[config.mk]
export PLATFORM = sky130hd
export DESIGN_NAME = sub_per_hash_seq_flat
export DESIGN_NICKNAME = d
export VERILOG_FILES = /design/src/rtl/cb_filter_pkg.sv /design/src/rtl/sub_per_hash_seq_pkg.sv /design/src/rtl/sub_per_hash_seq_if.sv /design/src/rtl/sub_per_hash_round.sv /design/src/rtl/sub_per_hash_seq.sv /design/src/flat_wrapper.sv
export SDC_FILE = /design/constraint.sdc
export NUM_CORES = 1
export LEC_CHECK = 0
export ABC_AREA = 1
export CAP_MARGIN = 20
export CORE_MARGIN = 5
export CORE_UTILIZATION = 45
export CTS_BUF_LIST = sky130_fd_sc_hd__clkbuf_16
export DETAILED_ROUTE_END_ITERATION = 8
export PLACE_DENSITY = 0.63
export SYNTH_ARGS = -nofsm -noshare
export SYNTH_HDL_FRONTEND = slang
export SYNTH_SLANG_ARGS = --single-unit
[constraint.sdc]
create_clock -name clk_i -period 3.7 [get_ports clk_i]
set_input_delay 0.925 -clock clk_i [delete_from_list [all_inputs] [get_ports clk_i]]
set_output_delay 0.925 -clock clk_i [all_outputs]
set_load 0.02 [all_outputs]
[src/rtl/cb_filter_pkg.sv]
// Shared seed type for the Bloom-filter front ends: per-channel permutation
// seed and XOR key.
package cb_filter_pkg;

    typedef struct packed {
        int unsigned PermuteSeed;
        int unsigned XorSeed;
    } cb_seed_t;

endpackage

[src/rtl/sub_per_hash_seq_pkg.sv]
// Types and elaboration-time helpers for the iterative SP hash: LCG-driven
// bit-permutation generator, rotating XOR mask and the FSM state enum.
package sub_per_hash_seq_pkg;

    localparam int unsigned LcgMul      = 32'd1103515245;
    localparam int unsigned LcgInc      = 32'd12345;
    localparam int          MaxInpWidth = 256;

    // Entry j holds the source bit index feeding output bit j.
    typedef logic [MaxInpWidth-1:0][15:0] perm_idx_t;

    typedef enum logic [1:0] {
        IDLE,
        BUSY,
        DONE
    } state_e;

    // Fisher-Yates shuffle of the identity, driven by a 32-bit LCG.
    function automatic perm_idx_t perm_gen(input logic [31:0] seed_in, input int width);
        perm_idx_t   perm;
        logic [31:0] seed;
        logic [15:0] tmp;
        int          sel;
        perm = '0;
        for (int k = 0; k < width; k++) perm[k] = 16'(k);
        seed = seed_in;
        for (int k = width - 1; k >= 1; k--) begin
            seed      = seed * LcgMul + LcgInc;
            sel       = int'(seed % 32'(k + 1));
            tmp       = perm[k];
            perm[k]   = perm[sel];
            perm[sel] = tmp;
        end
        return perm;
    endfunction

    // Bit j of the result is seed[(j + r) mod 32].
    function automatic logic [31:0] xor_mask(input logic [31:0] seed, input logic [4:0] r);
        logic [63:0] dbl;
        dbl = {seed, seed};
        return dbl[{1'b0, r} +: 32];
    endfunction

endpackage

[src/rtl/sub_per_hash_seq_if.sv]
// Word-in / hashes-out handshake bundle for sub_per_hash_seq.
interface sub_per_hash_seq_if #(
    parameter int InpWidth  = 32,
    parameter int HashWidth = 5,
    parameter int NoHashes  = 3
);
    logic [InpWidth-1:0]                     in_data_i;
    logic                                    in_valid_i;
    logic                                    in_ready_o;
    logic [NoHashes-1:0][HashWidth-1:0]      hash_o;
    logic [NoHashes-1:0][2**HashWidth-1:0]   hash_onehot_o;
    logic                                    out_valid_o;
    logic                                    out_ready_i;

    modport master (
        output in_data_i, in_valid_i, out_ready_i,
        input  in_ready_o, hash_o, hash_onehot_o, out_valid_o
    );

    modport slave (
        input  in_data_i, in_valid_i, out_ready_i,
        output in_ready_o, hash_o, hash_onehot_o, out_valid_o
    );
endinterface

[src/rtl/sub_per_hash_round.sv]
// One combinational substitution-permutation round for a single keyed channel:
// fixed permutation, round-rotated XOR key, chi-style nonlinear layer.
module sub_per_hash_round
    import sub_per_hash_seq_pkg::*;
#(
    parameter int          InpWidth   = 32,
    parameter logic [31:0] PermuteKey = 32'd0,
    parameter logic [31:0] XorKey     = 32'd0
) (
    input  logic [4:0]          round_i,
    input  logic [InpWidth-1:0] state_i,
    output logic [InpWidth-1:0] state_o
);

    localparam perm_idx_t Perm = perm_gen(PermuteKey, InpWidth);

    logic [InpWidth-1:0] p;
    logic [InpWidth-1:0] x;
    logic [31:0]         mask;

    assign mask = xor_mask(XorKey, round_i);

    for (genvar j = 0; j < InpWidth; j++) begin : g_bit
        localparam int Src = int'(Perm[j]);
        assign p[j]       = state_i[Src];
        assign x[j]       = p[j] ^ mask[j % 32];
        assign state_o[j] = x[j] ^ (x[(j + 1) % InpWidth] & ~x[(j + 2) % InpWidth]);
    end

endmodule

[src/rtl/sub_per_hash_seq.sv]
// Iterative multi-channel SP hash: one round per cycle per channel, folded
// hashes registered on entry to DONE. Define SUB_PER_HASH_SEQ_FLUSH_EN for flush_i.
module sub_per_hash_seq
    import sub_per_hash_seq_pkg::*;
    import cb_filter_pkg::*;
#(
    parameter int                       InpWidth  = 32,
    parameter int                       HashWidth = 5,
    parameter int                       NoHashes  = 3,
    parameter int                       NoRounds  = 4,
    parameter cb_seed_t [NoHashes-1:0]  Seeds     = '{
        '{PermuteSeed: 32'd299034753, XorSeed: 32'd4094834},
        '{PermuteSeed: 32'd19921030,  XorSeed: 32'd995713},
        '{PermuteSeed: 32'd294388,    XorSeed: 32'd65146511}
    }
) (
    input  logic                 clk_i,
    input  logic                 rst_ni,
`ifdef SUB_PER_HASH_SEQ_FLUSH_EN
    input  logic                 flush_i,
`endif
    sub_per_hash_seq_if.slave    bus,
    output logic                 busy_o
);

    if (NoRounds < 1) begin : g_err_rounds
        $error("sub_per_hash_seq: NoRounds must be >= 1");
    end
    if (InpWidth < 2 || InpWidth > MaxInpWidth) begin : g_err_width
        $error("sub_per_hash_seq: InpWidth out of range");
    end
    if (HashWidth < 1 || HashWidth > InpWidth) begin : g_err_hash
        $error("sub_per_hash_seq: HashWidth must be in 1..InpWidth");
    end

    // Counter keeps at least 5 bits so the XOR-key rotation index is always present.
    localparam int                      CntW      = (NoRounds > 32) ? $clog2(NoRounds) : 5;
    localparam logic [CntW-1:0]         LastRound = CntW'(NoRounds - 1);
    localparam logic [2**HashWidth-1:0] OneHot0   = {{(2**HashWidth-1){1'b0}}, 1'b1};

    function automatic logic [InpWidth-1:0] fold_sel(input int k);
        logic [InpWidth-1:0] sel;
        sel = '0;
        for (int j = 0; j < InpWidth; j++) begin
            if (j % HashWidth == k) sel[j] = 1'b1;
        end
        return sel;
    endfunction

    state_e                                state;
    logic [CntW-1:0]                       cnt;
    logic [NoHashes-1:0][InpWidth-1:0]     st;
    logic [NoHashes-1:0][InpWidth-1:0]     st_nxt;
    logic [NoHashes-1:0][HashWidth-1:0]    fold;
    logic [NoHashes-1:0][2**HashWidth-1:0] onehot_nxt;
    logic [NoHashes-1:0][HashWidth-1:0]    hash_q;
    logic [NoHashes-1:0][2**HashWidth-1:0] onehot_q;
    logic                                  out_valid_q;
    logic                                  busy_q;
    logic                                  in_ready;
    logic                                  in_fire;
    logic                                  flush;

`ifdef SUB_PER_HASH_SEQ_FLUSH_EN
    assign flush = flush_i;
`else
    assign flush = 1'b0;
`endif

    // Ready in DONE follows the consumer so a reload can share the output handshake.
    always_comb begin
        in_ready = 1'b0;
        unique case (state)
            IDLE:    in_ready = 1'b1;
            DONE:    in_ready = bus.out_ready_i;
            default: in_ready = 1'b0;
        endcase
        if (flush) in_ready = 1'b0;
    end

    assign in_fire = bus.in_valid_i & in_ready;

    for (genvar c = 0; c < NoHashes; c++) begin : g_ch
        sub_per_hash_round #(
            .InpWidth   (InpWidth),
            .PermuteKey (Seeds[c].PermuteSeed),
            .XorKey     (Seeds[c].XorSeed)
        ) u_round (
            .round_i (cnt[4:0]),
            .state_i (st[c]),
            .state_o (st_nxt[c])
        );

        for (genvar k = 0; k < HashWidth; k++) begin : g_fold
            localparam logic [InpWidth-1:0] Sel = fold_sel(k);
            assign fold[c][k] = ^(st_nxt[c] & Sel);
        end

        assign onehot_nxt[c] = OneHot0 << fold[c];
    end

    always_ff @(posedge clk_i) begin
        if (!rst_ni) begin
            state       <= IDLE;
            cnt         <= '0;
            st          <= '0;
            out_valid_q <= 1'b0;
            busy_q      <= 1'b0;
            hash_q      <= '0;
            onehot_q    <= {NoHashes{OneHot0}};
        end else if (flush) begin
            state       <= IDLE;
            out_valid_q <= 1'b0;
            busy_q      <= 1'b0;
        end else begin
            unique case (state)
                IDLE: begin
                    if (in_fire) begin
                        st     <= {NoHashes{bus.in_data_i}};
                        cnt    <= '0;
                        state  <= BUSY;
                        busy_q <= 1'b1;
                    end
                end
                BUSY: begin
                    st  <= st_nxt;
                    cnt <= cnt + CntW'(1);
                    if (cnt == LastRound) begin
                        state       <= DONE;
                        busy_q      <= 1'b0;
                        out_valid_q <= 1'b1;
                        hash_q      <= fold;
                        onehot_q    <= onehot_nxt;
                    end
                end
                DONE: begin
                    if (bus.out_ready_i) begin
                        out_valid_q <= 1'b0;
                        if (in_fire) begin
                            st     <= {NoHashes{bus.in_data_i}};
                            cnt    <= '0;
                            state  <= BUSY;
                            busy_q <= 1'b1;
                        end else begin
                            state <= IDLE;
                        end
                    end
                end
                default: state <= IDLE;
            endcase
        end
    end

    assign bus.in_ready_o    = in_ready;
    assign bus.out_valid_o   = out_valid_q;
    assign bus.hash_o        = hash_q;
    assign bus.hash_onehot_o = onehot_q;
    assign busy_o            = busy_q;

endmodule
[src/flat_wrapper.sv]
// flat-port wrapper written by rule: the top's interface ports become plain ports
module sub_per_hash_seq_flat import sub_per_hash_seq_pkg::*; import cb_filter_pkg::*;
#(
    parameter int                       InpWidth  = 32,
    parameter int                       HashWidth = 5,
    parameter int                       NoHashes  = 3,
    parameter int                       NoRounds  = 4,
    parameter cb_seed_t [NoHashes-1:0]  Seeds     = '{
        '{PermuteSeed: 32'd299034753, XorSeed: 32'd4094834},
        '{PermuteSeed: 32'd19921030,  XorSeed: 32'd995713},
        '{PermuteSeed: 32'd294388,    XorSeed: 32'd65146511}
    }
)
  (clk_i, rst_ni, busy_o, bus_in_data_i, bus_in_valid_i, bus_out_ready_i, bus_in_ready_o, bus_hash_o, bus_hash_onehot_o, bus_out_valid_o);
  sub_per_hash_seq_if #(.InpWidth(InpWidth), .HashWidth(HashWidth), .NoHashes(NoHashes)) bus_i ();
  input  logic clk_i;
  input  logic rst_ni;
  output logic busy_o;
  input wire logic [$bits(bus_i.in_data_i)-1:0] bus_in_data_i;
  input wire logic [$bits(bus_i.in_valid_i)-1:0] bus_in_valid_i;
  input wire logic [$bits(bus_i.out_ready_i)-1:0] bus_out_ready_i;
  output wire logic [$bits(bus_i.in_ready_o)-1:0] bus_in_ready_o;
  output wire logic [$bits(bus_i.hash_o)-1:0] bus_hash_o;
  output wire logic [$bits(bus_i.hash_onehot_o)-1:0] bus_hash_onehot_o;
  output wire logic [$bits(bus_i.out_valid_o)-1:0] bus_out_valid_o;
  assign bus_i.in_data_i = bus_in_data_i;
  assign bus_i.in_valid_i = bus_in_valid_i;
  assign bus_i.out_ready_i = bus_out_ready_i;
  assign bus_in_ready_o = bus_i.in_ready_o;
  assign bus_hash_o = bus_i.hash_o;
  assign bus_hash_onehot_o = bus_i.hash_onehot_o;
  assign bus_out_valid_o = bus_i.out_valid_o;
  sub_per_hash_seq #(.InpWidth(InpWidth), .HashWidth(HashWidth), .NoHashes(NoHashes), .NoRounds(NoRounds), .Seeds(Seeds)) u_core (.clk_i(clk_i), .rst_ni(rst_ni), .bus(bus_i), .busy_o(busy_o));
endmodule
# == Word-level counts from Yosys, hierarchy flattened ==
# Index checks and enable logic that the tools add are counted.
# word_totals
reg_bits,216
input_bits,36
out_inout_bits,114
word_cells,453
# op_classes
add_sub_neg,1
n_eq_ne,6
shift,6
mux,19
bitwise,385
n_reduce_logical,23
# op_table
operator,n
$reduce_xor A32 Y1,15
$pmux W96 S3,1
$mux W96,2
$shiftx A64 B6 Y32 const A,3
$xor A1 B1 Y1,192
$and A1 B1 Y1,97
$not A1 Y1,96
$shl A1 B5 Y32 const A,3
$pmux W5 S3,1
$mux W5,2
$reduce_and A3 Y1,3
$mux W1,6
$mux W2,3
$pmux W2 S3,1
$add A5 B1 Y5 const B,1
$eq A5 B2 Y1 const B,1
$ne A2 B1 Y1 const B,2
$pmux W1 S2,2
$reduce_and A2 Y1,2
$pmux W1 S3,1
$reduce_bool A3 Y1,1
$eq A2 B1 Y1 const B,1
$eq A2 B2 Y1 const B,1
$logic_not A2 Y1,1
other kinds (2),2

# == Logic depth before layout (Yosys ltp) ==
# Gate-level depths: netlist (run 1).
# depth
word_depth,7
mapped_depth,25
depth_no_buf,23

# == Modules after synthesis ==
# A second synthesis (run 1) with hierarchy kept.
# hier_totals
hier_cells,3016
hier_area_um2,17055.1
# by_module_without_submodules
module,n_inst,cells_per_inst,area_each_um2,seq_area_each_um2
sub_per_hash_seq,1,1289,9422.8,4324.1
sub_per_hash_round (u_core.g_ch[1].u_round),1,603,2735.1,0.0
sub_per_hash_round (u_core.g_ch[2].u_round),1,620,2725.1,0.0
sub_per_hash_round (u_core.g_ch[0].u_round),1,504,2172.1,0.0

# == Least setup slack after synthesis (run 1) ==
# No wires, ideal clock.
# synth_timing
path_type,register to register
start,reg u_core.cnt[1]
end,reg u_core.onehot_q (netlist bit u_core.bus.hash_onehot_o[46])
setup_time_ns,0.114
arrival_ns,2.633
t_required_ns,3.586
slack_ns,0.953
path_stages_with_launch,22
path_buffers,1
synth_period_minus_slack_ns,2.747
path_cell_list,dfxtp_1 inv_2 ha_1 nand2_2 nand2_1 nand2_1 nand2_1 nand2_1 nand2_1 nand2_1 nand2_1 nand2_2 xor2_2 nand2_1 nand2_1 nand2_1 nand2_1 nand2_1 nand2_2 buf_4 nand4_1 nand2_1
# synth_between
elab_chain_cells,7
elab_cells_between_ends,137
classes_between,1 x eq/ne; 2 x shift; 128 x bitwise; 6 x reduce/logical
# synth_rtl
element,line_no,source
"start, declared",sub_per_hash_seq.sv:51,logic [CntW-1:0] cnt;
"start signal, assigned",sub_per_hash_seq.sv:127,cnt <= cnt + CntW'(1);
$shiftx A64 B6 Y32,sub_per_hash_seq_pkg.sv:41,"return dbl[{1'b0, r} +: 32];"
$xor A1 B1 Y1,sub_per_hash_round.sv:26,assign x[j] = p[j] ^ mask[j % 32];
$not A1 Y1,sub_per_hash_round.sv:27,assign state_o[j] = x[j] ^ (x[(j + 1) % InpWidth] & ~x[(j + 2) % InpWidth]);
$and A1 B1 Y1,sub_per_hash_round.sv:27,
$xor A1 B1 Y1,sub_per_hash_round.sv:27,
$reduce_xor A32 Y1,sub_per_hash_seq.sv:96,assign fold[c][k] = ^(st_nxt[c] & Sel);
$shl A1 B5 Y32,sub_per_hash_seq.sv:99,assign onehot_nxt[c] = OneHot0 << fold[c];
"end signal, assigned",sub_per_hash_seq.sv:110,onehot_q <= {NoHashes{OneHot0}};
"end signal, assigned",sub_per_hash_seq.sv:133,onehot_q <= onehot_nxt;
"end, declared",sub_per_hash_seq.sv:57,logic [NoHashes-1:0][2**HashWidth-1:0] onehot_q;
# Several ways; a longest one is shown, not always the timed one.
# A chain may end at the register's enable or synchronous reset.

# == Worst setup path in the final report (run 1) ==
# layout_timing
start,reg u_core.cnt[1]
end,reg u_core.onehot_q (netlist bit u_core.bus.hash_onehot_o[54])
# The elaborated chain is that of the path after synthesis.

==> flow_summary.toml, run 1 <==
[worst_setup_path]
critPathArrivalTime_ns = 3.99
reg2reg_slack_ns = 0.19
critPathMaxFanout = 16
r2r_cells = 22
startpoint = "u_core.cnt[1]$_SDFFE_PN0P_"
critPathKind = "reg2reg"
start_kind = "flip-flop"
rr_endpoint = "u_core.bus.hash_onehot_o[54]$_SDFFE_PN0P_"
cp.required_ns = 4.18
critPathCapture = "u_core.bus.hash_onehot_o[54]$_SDFFE_PN0P_"
endpoint_kind = "flip-flop"
r2r_start = "u_core.cnt[1]$_SDFFE_PN0P_"

[drt]
dr.pass1.iters = 6
drt-initial-drc-count = 2214
vias = 21736
drc = 0
routedWlPerCell_microns = 19.90
drt_wl_total_microns = 74860
ant_nets = 0
vias_per_cell = 5.778

[worst_hold_path]
min_path_cells = 2
hold_path.class = "reg2reg"

[yosys]
ys_ff_latch = 216
syn_area_sq_um = 17670
synth_ff_type = "dfxtp_1"
netlist.area_leader.share = 0.3318
yosysSeqAreaShare = 0.2447
yosysWarnings = 0
yosysUniqueCellTypes = 38
yosysTopAreaCell = "nand2_1"
synthArstFlopShare = 0
synth_area_leaders = "nand2_1, dfxtp_1, nand3_1, a221oi_1, inv_1"
synth_area_per_cell_sq_um = 5.735
syn-instance-count = 3081
syn_nets = 3134
synth_edf_count = 0

[pwr]
ir_drop_mv = 0.3762
leakage_nw = 10.34
power_density_nw_per_um2 = 488.5

[sta]
report.final.slew_viol_count = 0
grt_setup_unrepaired = "false"
worstMarginPinSlew_ns = 0.9807
fmax_mhz = 284.9
maxSlewHeadroom = 0.3455
fin_skew_ns = 0.01933
hold_viol_final = 0
fin_crit_sh = 0.9488
finalSetupTns_ns = 0
setup_viol = 0
fin_crit_ns = 3.510
worst_slack_ns = 0.1895

[place]
hpwl_microns = 57940
gp_congestion = 1.032
place_ws_ns = 0.2674
port_buffers = 149

[grt]
grtUsageTotal = 0.3284
antenna_found_initial = 4
grt_pass1_vias = 19769
globalRouteOverflowTotal = 0
grt_pass1_wl_microns = 113700
grt_max_degree = 118

[floorplanning]
initial_utilization = 0.4561
core_sq_um = 38740
die-area_sq_um = 43330
die_x_microns = 208.2
io_pins = 150
die_height_microns = 208.2
rows = 72

[clock_network]
cts_buffers = 28
htreeDepth = 1
cts_tree = "built"
clock-root-buffer = "clkbuf_16"
cts.path.max_buffers = 3
cts.sinks = 216
clk_pin_slew_ns = 0.06
clk_latency_ns = 0.60

[layout]
area_growth_pct = 17.44
drive_gt1_frac = 0.07709
final_nets = 3274

[flow_run]
drv_cap = 0

[outcome]
outcome = "completed"
## report_power, final
group          switching, mW  internal, mW  total [mW]
registers             0.0791          2.45        2.53
logic                   3.56          1.19        4.74
clock network           1.20          1.66        2.86
total                   4.84          5.30        10.1
## layout make-up
type                            instances  area [sq um]
Clock inverter                         24         247.7
Tap cell                              518         648.1
Clock buffer                           28         700.7
Sequential cell                       216          4329
Multi-Input combinational cell       2551         11900
Inverter                              196         748.2
Timing Repair Buffer                  228          2172
Antenna cell                            1         2.502
Fill cell                            4023         17990
## flip-flops by register name, indices dropped and copies added, names as in the netlist
signal / cells
u_core.bus.hash_o: 15
u_core.bus.hash_onehot_o: 96
u_core.state: 2
u_core.cnt: 5
u_core.st: 96
u_core.bus.out_valid_o: 1
u_core.busy_o: 1
## cell usage in the layout, fill, tap and decap left out, types with 2 or more instances in the layout
cell type	count
nand3_2	11
nor2_1	33
inv_2	23
clkinv_4	2
clkinvlp_4	4
xnor2_1	10
inv_1	174
o21ai_1	21
clkbuf_16	28
a21oi_1	11
xor2_2	3
ha_1	17
o21ai_0	48
buf_4	72
o211ai_1	4
clkinv_2	3
buf_12	7
clkdlybuf4s50_1	149
nor2_2	2
xor2_1	29
a221oi_1	96
nor3_1	2
nand2_1	1562
nand4_1	101
nand2_4	5
nor2_4	22
inv_6	2
clkinv_1	7
dfxtp_1	214
nand3_1	510
bufinv_16	4
nand2_2	57
## how the worst min path moves through the flow
stage                                                          from                                         to  slack [ns]
after floorplan                          u_core.st[66]$_SDFFE_PN0P_                 u_core.st[66]$_SDFFE_PN0P_        0.47
after global placement    u_core.bus.hash_onehot_o[77]$_SDFFE_PN0P_  u_core.bus.hash_onehot_o[77]$_SDFFE_PN0P_        0.44
after detailed placement  u_core.bus.hash_onehot_o[26]$_SDFFE_PN0P_  u_core.bus.hash_onehot_o[26]$_SDFFE_PN0P_        0.44
after global routing       u_core.bus.hash_onehot_o[1]$_SDFFE_PN0P_   u_core.bus.hash_onehot_o[1]$_SDFFE_PN0P_        0.47
final                     u_core.bus.hash_onehot_o[71]$_SDFFE_PN0P_  u_core.bus.hash_onehot_o[71]$_SDFFE_PN0P_        0.45
after CTS                 u_core.bus.hash_onehot_o[26]$_SDFFE_PN0P_  u_core.bus.hash_onehot_o[26]$_SDFFE_PN0P_        0.45
## cell usage after synthesis, drive strengths merged (2+ instances only)
library cell and number:
a21oi 11, a221oi 96, buf 69, clkbuf 47, dfxtp 216, dlygate4sd1 2, ha 17, inv 196
nand2 1625, nand3 521, nand4 101, nor2 57, nor3 2, o211ai 4, o21ai 70, xnor2 10
xor2 32
## timing repair
action                                  4_1_cts  5_1_grt
endpoints found under the setup margin        0       59
hold buffers                                  0        0
setup buffers                                 0        2
resized for setup                             0        2
## kinds of logic (layout without fill, tap and decap cells)
group / after synthesis / after routing / share of synthesized area
xor+xnor: 42 / 42 / 0.02167
compound gates: 183 / 183 / 0.07323
other cells: 0 / 1 / 0
flops: 216 / 216 / 0.2447
fa+ha+maj: 17 / 17 / 0.01204
simple gates: 2309 / 2309 / 0.5654
buf+inv: 314 / 476 / 0.08293
## worst max-delay path: stages, from the launching register on
cell and delay (ns):
dfxtp_1 0.51, inv_2 0.07, ha_1 0.33, buf_4 0.17
nand2_4 0.16, nand3_1 0.18, nand3_1 0.28, nand2_1 0.11
nand2_1 0.07, nand2_1 0.15, nand2_1 0.12, nand2_1 0.05
nand2_1 0.16, nand2_1 0.10, nand2_1 0.08, nand2_1 0.05
nand2_1 0.08, nand2_1 0.06, nand2_1 0.22, nor2_4 0.08
buf_12 0.19, nand4_1 0.09, nand2_1 0.07
## per-stage QoR
| stage | power [mW] | hold WS (ns) | cells | util | cell area [sq um] |
|---|---|---|---|---|---|
| after floorplan | 5.885 | 0.4666 | 3081 | - | 17670 |
| after global placement | 7.122 | 0.4399 | 3707 | 0.5099 | 19750 |
| after detailed placement | 7.215 | 0.4419 | 3707 | 0.5099 | 19750 |
| after CTS | 10.07 | 0.4543 | 3759 | 0.5344 | 20700 |
| after global routing | 10.73 | 0.4707 | 3761 | 0.5356 | 20750 |
| final | 10.14 | 0.4503 | 3762 | 0.5357 | 20750 |
## layer usage
| metal | up-vias | track usage | part of all wire |
|---|---|---|---|
| li1 | 10431 | - | - |
| met1 | 9987 | 0.4392 | 0.41 |
| met2 | 1076 | 0.4952 | 0.42 |
| met3 | 236 | 0.06989 | 0.10 |
| met4 | 6 | 0.1783 | 0.064 |
| met5 | - | 0 | 0.00061 |
Note: power is estimated with default switching activity, not from simulation.
==> run 2: changes to the inputs <==
==> constraint.sdc (replaced) <==
create_clock -name clk_i -period 3.7 [get_ports clk_i]
set_input_delay 0.925 -clock clk_i [delete_from_list [all_inputs] [get_ports clk_i]]
set_output_delay 0.925 -clock clk_i [all_outputs]
set_load 0.1 [all_outputs]
==> run 2 against run 1 <==
Sequential cell count did not move. Wire length rose by 1.0%. Via count fell by 0.67%. Sequential power barely moved. Power fell by 1.4%. Count of clock-buffer cells in the layout fell by 1. Non-clock buffer count fell by 9. Largest cell class unchanged.
==> flow_summary.toml, run 2 (synthesis results as in run 1) <==
[outcome]
outcome = "completed"

[place]
place_ws_ns = 0.1534
port_buffers = 149
gp_congestion = 1.017
placedCellCount = 3696
hpwl_microns = 58400

[drt]
drt_wl_total_microns = 75640
drc = 0
routedWlPerCell_microns = 20.15
drt-initial-drc-count = 2305
dr.pass1.iters = 8
vias = 21590
vias_per_cell = 5.753
ant_nets = 0

[pwr]
clkPwrFrac = 0.274
pwr-share-seq = 0.253
ir_drop_mv = 0.5722
power_mw = 9.994
intPower_mw = 5.180
switching_share = 0.4817
switchingPower_mw = 4.814
power.share.combinational = 0.473
leakage_nw = 10.32
power_density_nw_per_um2 = 484.5

[layout]
mostFrequentLayoutCells = "nand2_1, nand3_1, dfxtp_1, inv_1, clkdlybuf4s50_1"
drive_gt1_frac = 0.08447
fin_cells = 3753
regArea_sq_um = 4334
layout.cells.most_common = "nand2_1"
final_nets = 3264
utilization = 0.5324
fillers = 3996
area_growth_pct = 16.73
multi_input_area_sq_um = 11910

[flow_run]
drv_cap = 0

[grt]
grt_pass1_wl_microns = 114800
grt_pass1_vias = 19577
grt_max_degree = 103
globalRouteOverflowTotal = 0
antenna_found_initial = 3
grtUsageTotal = 0.3311

[worst_setup_path]
start_kind = "flip-flop"
startpoint = "u_core.cnt[0]$_SDFFE_PN0P_"
critPathArrivalTime_ns = 3.93
critPathKind = "reg2reg"
r2r_start = "u_core.cnt[0]$_SDFFE_PN0P_"
critPathMaxFanout = 8
cp.required_ns = 4.20
endpoint_kind = "flip-flop"

[floorplanning]
core_sq_um = 38740
rows = 72
initial_utilization = 0.4561
die-area_sq_um = 43330
io_pins = 150
die_x_microns = 208.2
die_height_microns = 208.2

[clock_network]
htreeDepth = 1
cts_buffers = 27
clock-root-buffer = "clkbuf_16"
ctsHoldBuffers = 0
clk_pin_slew_ns = 0.06
cts.path.max_buffers = 3
clk_latency_ns = 0.57
cts.sinks = 216
cts_tree = "built"

[sta]
fin_crit_sh = 0.9274
maxSlewHeadroom = 0.3234
fin_skew_ns = 0.01581
grt_setup_unrepaired = "false"
setup_viol = 0
hold_viol_final = 0
worst_slack_ns = 0.2686
finalSetupTns_ns = 0
fmax_mhz = 291.4
report.final.slew_viol_count = 0
fin_crit_ns = 3.431
worstMarginPinSlew_ns = 1.012

[worst_hold_path]
min-delay-start = "u_core.bus.hash_onehot_o[85]$_SDFFE_PN0P_"
hold_path.class = "reg2reg"
==> run 2: cell types whose count changed in the layout (fill, tap and decap cells not counted), moves of 3 or more <==
| cell | delta |
|---|---|
| nand2_1 | -3 |
| clkinv_2 | +4 |
| inv_1 | -4 |
| buf_4 | +8 |
| clkinv_1 | -3 |
| clkdlybuf4s50_1 | -19 |
| nand2_2 | +3 |
==> run 2: per-stage QoR <==
stage          hold slack (ns)  cell area, sq um
3_3_place_gp            0.4376             19660
3_5_place_dp            0.4397             19660
4_1_cts                 0.4516             20550
2_1_floorplan           0.4666             17670
5_1_grt                 0.4653             20620
6_report                0.4491             20620
==> run 2: final cells by class <==
class                   count  area share
multi-input cells        2551      0.5776
clock inverters            23     0.01043
diodes                      3   0.0003640
inverters                 196     0.03628
clock buffers              27     0.03276
flip-flops and latches    216      0.2101
repair buffers            219      0.1009
well taps                 518     0.03142
==> run 2: metal layers <==
metal,up-vias,track usage,wire length (microns)
li1,10423,-,-
met1,9971,0.4450,31920
met2,1013,0.5116,32690
met3,179,0.06688,7011
met4,4,0.1554,3959
met5,-,0,65
==> run 2: repair_timing <==
item / CTS / global route
setup buffers: 0 / 4
setup endpoints to repair: 0 / 87
resized for setup: 0 / 9
endpoints found under the hold margin: 0 / 0
==> run 2: critical path, stage by stage (launching register included) <==
cell and delay [ns]:
dfxtp_1 0.31, inv_1 0.20, ha_2 0.29, inv_2 0.10, nand2_2 0.22, nand2_1 0.08
nand2_1 0.19, nand3_1 0.23, nand2_1 0.14, nand2_1 0.06, nand2_1 0.15, nand2_1 0.10
nand2_1 0.06, nand2_1 0.09, nand2_1 0.08, nand2_1 0.05, nand2_1 0.16, nand2_1 0.10
nand2_1 0.08, nand2_1 0.16, nor2_4 0.28, nand4_1 0.14, nand2_1 0.09
==> run 2: power by group through the flow <==
stage	combinational, mW	sequential [mW]	clock, mW
floorplan	3.33	2.58	0
global placement	4.55	2.57	0
detailed placement	4.63	2.58	0
CTS	4.64	2.53	2.75
global route	5.18	2.54	2.85
finish	4.73	2.53	2.73
==> run 2: path summary, 6_finish.rpt <==
check	end	slack (ns)	depth (start not counted)
worst min-delay path	u_core.bus.hash_onehot_o[85]$_SDFFE_PN0P_	0.45	2
worst max-delay path	u_core.bus.hash_onehot_o[48]$_SDFFE_PN0P_	0.27	22
worst min register to register	u_core.bus.hash_onehot_o[85]$_SDFFE_PN0P_	0.45	2
worst max register to register	u_core.bus.hash_onehot_o[48]$_SDFFE_PN0P_	0.27	22
